## src/rtl/miriscv_int_pkg.sv

```systemverilog
// miriscv_int_pkg: shared state encoding and constants for the miriscv interrupt controller
package miriscv_int_pkg;
  typedef enum logic [1:0] {IDLE, SCAN, PENDING, CLEAR} state_t;
  localparam int MCAUSE_INT_BIT = 31;
  localparam int N_IRQ_DEFAULT = 32;
endpackage

```

## src/rtl/miriscv_int_prio_enc.sv

```systemverilog
// miriscv_int_prio_enc: lowest-set-bit encoder used by the fixed-priority build
module miriscv_int_prio_enc #(
  parameter int N_IRQ = 32
) (
  input  logic [N_IRQ-1:0]         i_req,
  output logic [$clog2(N_IRQ)-1:0] o_idx,
  output logic                     o_valid
);
  localparam int IDX_W = $clog2(N_IRQ);
  always_comb begin
    o_idx = '0;
    for (int i = N_IRQ - 1; i >= 0; i--)
      if (i_req[i]) o_idx = IDX_W'(i);
  end
  assign o_valid = |i_req;
endmodule

```

## src/rtl/miriscv_int_ctrl.sv

```systemverilog
// miriscv_int_ctrl: masked round-robin interrupt responder; MIRISCV_INT_PRIO_EN selects fixed priority
module miriscv_int_ctrl
  import miriscv_int_pkg::*;
#(
  parameter int N_IRQ = N_IRQ_DEFAULT
) (
  input  logic             clk_i,
  input  logic             rst_i,
  input  logic [N_IRQ-1:0] int_req_i,
  input  logic [N_IRQ-1:0] mie_i,
  input  logic             int_fin_i,
  output logic             int_o,
  output logic [31:0]      mcause_o,
  output logic [N_IRQ-1:0] int_rst_o
);
  localparam int IDX_W = $clog2(N_IRQ);
  state_t           r_state, w_state_nxt;
  logic [IDX_W-1:0] r_cnt, w_cnt_nxt;
  logic [IDX_W-1:0] r_idx, w_idx_nxt;
  logic [N_IRQ-1:0] w_masked;
  assign w_masked = int_req_i & mie_i;
`ifdef MIRISCV_INT_PRIO_EN
  logic [IDX_W-1:0] w_enc_idx;
  logic             w_enc_vld;
  miriscv_int_prio_enc #(.N_IRQ(N_IRQ)) u_prio_enc (
    .i_req   (w_masked),
    .o_idx   (w_enc_idx),
    .o_valid (w_enc_vld)
  );
`endif
  always_comb begin
    w_state_nxt = r_state;
    w_cnt_nxt   = r_cnt;
    w_idx_nxt   = r_idx;
    case (r_state)
`ifdef MIRISCV_INT_PRIO_EN
      IDLE: if (w_enc_vld) begin
        w_idx_nxt   = w_enc_idx;
        w_state_nxt = PENDING;
      end
`else
      IDLE: if (|w_masked) w_state_nxt = SCAN;
`endif
      SCAN: if (w_masked[r_cnt]) begin
        w_idx_nxt   = r_cnt;
        w_state_nxt = PENDING;
      end else if (~|w_masked) w_state_nxt = IDLE;
      else w_cnt_nxt = r_cnt + 1'b1;
      PENDING: if (int_fin_i) w_state_nxt = CLEAR;
      CLEAR: begin
`ifndef MIRISCV_INT_PRIO_EN
        w_cnt_nxt   = r_idx + 1'b1;
`endif
        w_state_nxt = IDLE;
      end
      default: w_state_nxt = IDLE;
    endcase
  end
  always_ff @(posedge clk_i) begin
    if (rst_i) begin
      r_state <= IDLE;
      r_cnt   <= '0;
      r_idx   <= '0;
    end else begin
      r_state <= w_state_nxt;
      r_cnt   <= w_cnt_nxt;
      r_idx   <= w_idx_nxt;
    end
  end
  // outputs decode only registered state, so they cannot glitch on request edges
  assign int_o     = r_state == PENDING;
  assign mcause_o  = int_o ? ((32'd1 << MCAUSE_INT_BIT) | 32'(r_idx)) : '0;
  assign int_rst_o = (r_state == CLEAR) ? (N_IRQ'(1) << r_idx) : '0;
endmodule
```

## config.mk

```make
export PLATFORM = sky130hd
export DESIGN_NAME = miriscv_int_ctrl
export DESIGN_NICKNAME = d
export VERILOG_FILES = /design/src/rtl/miriscv_int_pkg.sv /design/src/rtl/miriscv_int_prio_enc.sv /design/src/rtl/miriscv_int_ctrl.sv
export SDC_FILE = /design/constraint.sdc
export NUM_CORES = 1
export LEC_CHECK = 0
export BUFFER_PORTS_ARGS = -buffer_cell sky130_fd_sc_hd__buf_2
export CORE_ASPECT_RATIO = 1.1
export CORE_MARGIN = 2
export CORE_UTILIZATION = 44
export CTS_BUF_LIST = sky130_fd_sc_hd__clkbuf_2 sky130_fd_sc_hd__clkbuf_4 sky130_fd_sc_hd__clkbuf_8
export DETAILED_ROUTE_END_ITERATION = 6
export PLACE_DENSITY = 0.88
export SLEW_MARGIN = 10
export SYNTH_ARGS = -nofsm -noshare
export SYNTH_HDL_FRONTEND = slang
export SYNTH_SLANG_ARGS = --single-unit
```

## constraint.sdc

```tcl
create_clock -name clk_i -period 4.2 [get_ports clk_i]
set_input_delay 0 -clock clk_i [delete_from_list [all_inputs] [get_ports clk_i]]
set_output_delay 0 -clock clk_i [all_outputs]
set_load 0.02 [all_outputs]
```

==> flow_summary.toml <==
[detailed_routing]
drc = 0
via_per_inst = 5.19
drtPass1Iterations = 4
topRoutingLayerUsed = "met4"
num_vias = 1994
postRouteAntennaNets = 0
wire_per_inst_um = 12.3
wl_met1_um = 1920
wl_met2_um = 2350
wl_met3_um = 389
dr.first_iter.drc_count = 128
routed_wl_um = 4710

[global_routing]
grt.total_usage_pct = 22.1
grt_pass1_vias = 1753
antenna_found_initial = 0
grt_max_degree = 21
grt_overflow_total = 0
grt_pass1_wl_um = 7690

[flow_run]
maxCapViolCount = 0

[logic_synthesis]
synthTopCellsByCount = "nor2_1, nand2_1, buf_4"
synth_xor_area_share_pct = 1.05
synth_simple_gate_area_share_pct = 39.4
syn_inst = 236
synth_edf_count = 0
yosysTopAreaCell = "dfxtp_1"
synth.distinct_cells = 52
synthTopCellsByArea = "dfxtp_1, buf_4, nor2_1"
synth_top_family_by_area = "simple AND/OR/NAND/NOR gates"
synth_fa_ha_area_share_pct = 0.747
synth_compound_area_share_pct = 18.7
synth_top_area_share_pct = 14.3
synth_ff_type = "dfxtp_1"
yosys_warnings = 0
synth_area_um2 = 1670
synthMuxAreaShare_pct = 9.42
ys_async_sr_fraction_pct = 0
synth_seq_cells = 12
yosysMostFrequentCell = "nor2_1"
synth_seq_area_share_pct = 14.3
postSynthAreaPerCell_um2 = 7.09

[timing]
slew_violations = 0
setup_violations = 0
period_share_pct = 58.9
worst_pin_slew_ns = 0.681
skew_ns = 0.00363
rsz0062_at_grt = "false"
fin_setup_tns_ns = 0
fin_crit_ns = 2.47
timing.final.ws_setup_ns = 1.73
fmax_mhz = 405
slew_headroom_pct = 54.5
hold_viol = 0

[final_layout]
design_area_um2 = 2150
layout.nets = 403
fin_util_pct = 58.9
diodes = 0
drive_gt1_share_pct = 37.4
syn_to_final_growth_pct = 28.5
fillers = 357

[power]
p_comb_share_pct = 39.8
power.switching_mw = 0.169
p_clk_share_pct = 27.3
p_total_mw = 0.464
vdd_drop_max_v = 0.000138
switching_share_pct = 36.3
power.internal_mw = 0.296
sequentialPowerShare_pct = 32.8
leakage_nw = 1.06
powerDensity_nw_per_um2 = 216

[critical_path]
cp-start-kind = "flip-flop"
cp_max_fo = 20
critPathCaptureType = "flip-flop"
path_class = "flip-flop to flip-flop"
critPathArrivalTime_ns = 2.61
required_ns = 4.34
regToRegSetupSlack_ns = 1.73

[cts]
cts_resized = 0
cts_buffer_depth = 2
holdBufCountCts = 0
cts.sinks = 12
cts_setup_buffers = 0
cts_tree = "done"
clkTransAtPathRegs_ns = 0.05
cts_root_buffer = "clkbuf_8"
numCtsBuffers = 3
clock_latency_ns = 0.25
cts_max_level = 1

[status]
status = "complete, no violations"

[floorplan]
die_y_um = 68.7
start_util_pct = 45.8
io-pin-count = 132
die_w_um = 62.8
rows = 23
die-area_um2 = 4310
fp.coreArea_um2 = 3650

[place]
io_buffers = 105
place_ws_ns = 1.77
hpwl_um = 3850
routabilityCongestion = 0.918
dpl_cell_area_um2 = 2100

[worst_hold_path]
min_path_type = "primary input to flip-flop"
[flip-flops by register name, indices dropped and copies added, names as in the netlist, named ones only]
name	flops
r_state	1
r_cnt	5
r_idx	5
[power groups by stage]
stage	sequential, mW	combinational, mW	clock, mW
2_1_floorplan	0.136	0.166	0
3_3_place_gp	0.152	0.179	0
3_5_place_dp	0.154	0.183	0
4_1_cts	0.152	0.184	0.131
5_1_grt	0.155	0.202	0.137
6_report	0.153	0.185	0.127
[metal layers]
layer | track usage, % | up-vias
li1 | - | 990
met1 | 27.1 | 897
met5 | 0 | -
met2 | 40.5 | 100
met3 | 3.73 | 7
met4 | 6.94 | 0
[cell type report]
cell class	count	area, µm²	share of cell area [%]
repair buffers	105	526	24.4
well taps	50	62.6	2.91
inverters	3	11.3	0.523
multi-input cells	210	1260	58.4
flip-flops and latches	12	240	11.2
clock buffers	4	55.1	2.56
[layout by cell type, fill, tap and decap left out, drive strengths merged, types with 2 or more instances in the layout]
master | Yosys | layout
a21boi | 4 | 4
a21oi | 11 | 11
a22oi | 6 | 6
a31oi | 3 | 3
and2 | 7 | 7
and4b | 2 | 2
buf | 31 | 105
clkbuf | 5 | 4
conb | 1 | 26
dfxtp | 12 | 12
inv | 3 | 3
mux2 | 5 | 5
mux4 | 4 | 4
nand2 | 30 | 30
nand2b | 3 | 3
nand3 | 15 | 15
nand3b | 5 | 5
nand4 | 7 | 7
nand4b | 5 | 5
nor2 | 40 | 40
nor2b | 6 | 6
nor3 | 2 | 2
o211ai | 3 | 3
o21ai | 5 | 5
o31ai | 2 | 2
or2 | 2 | 2
[path summary, 6_finish.rpt]
path	end	cells past startpoint	start
worst min register to register	r_idx[0]	2	r_idx[0]
worst max-delay path	r_cnt[0]	5	r_cnt[1]
worst max register to register	r_cnt[0]	5	r_cnt[1]
worst min-delay path	r_idx[4]	2	rst_i
[worst max-delay path: stages, from the launching register on]
cell     delay, ns
dfxtp_1       0.75
mux4_2        0.60
a22oi_2       0.25
and3b_1       0.34
nor3_4        0.10
mux2_4        0.31
[cell families (layout without fill, tap and decap cells)]
| logic type | Yosys count | count (layout) |
|---|---|---|
| AND/OR/NAND/NOR | 129 | 129 |
| other | 1 | 26 |
| AO/OA/AOI/OAI | 43 | 43 |
| flip-flops | 12 | 12 |
| XOR/XNOR | 2 | 2 |
| multiplexers | 9 | 9 |
| buffers and inverters | 39 | 112 |
| adder cells (fa/ha/maj) | 1 | 1 |
[through the flow]
| step | hold slack, ns | instances |
|---|---|---|
| CTS | 0.0896 | 384 |
| finish | 0.0978 | 384 |
| floorplan | 0.211 | 261 |
| detailed placement | 0.347 | 380 |
| global placement | 0.338 | 380 |
| global route | 0.118 | 384 |
No activity file was read; power rests on OpenSTA's default activity.
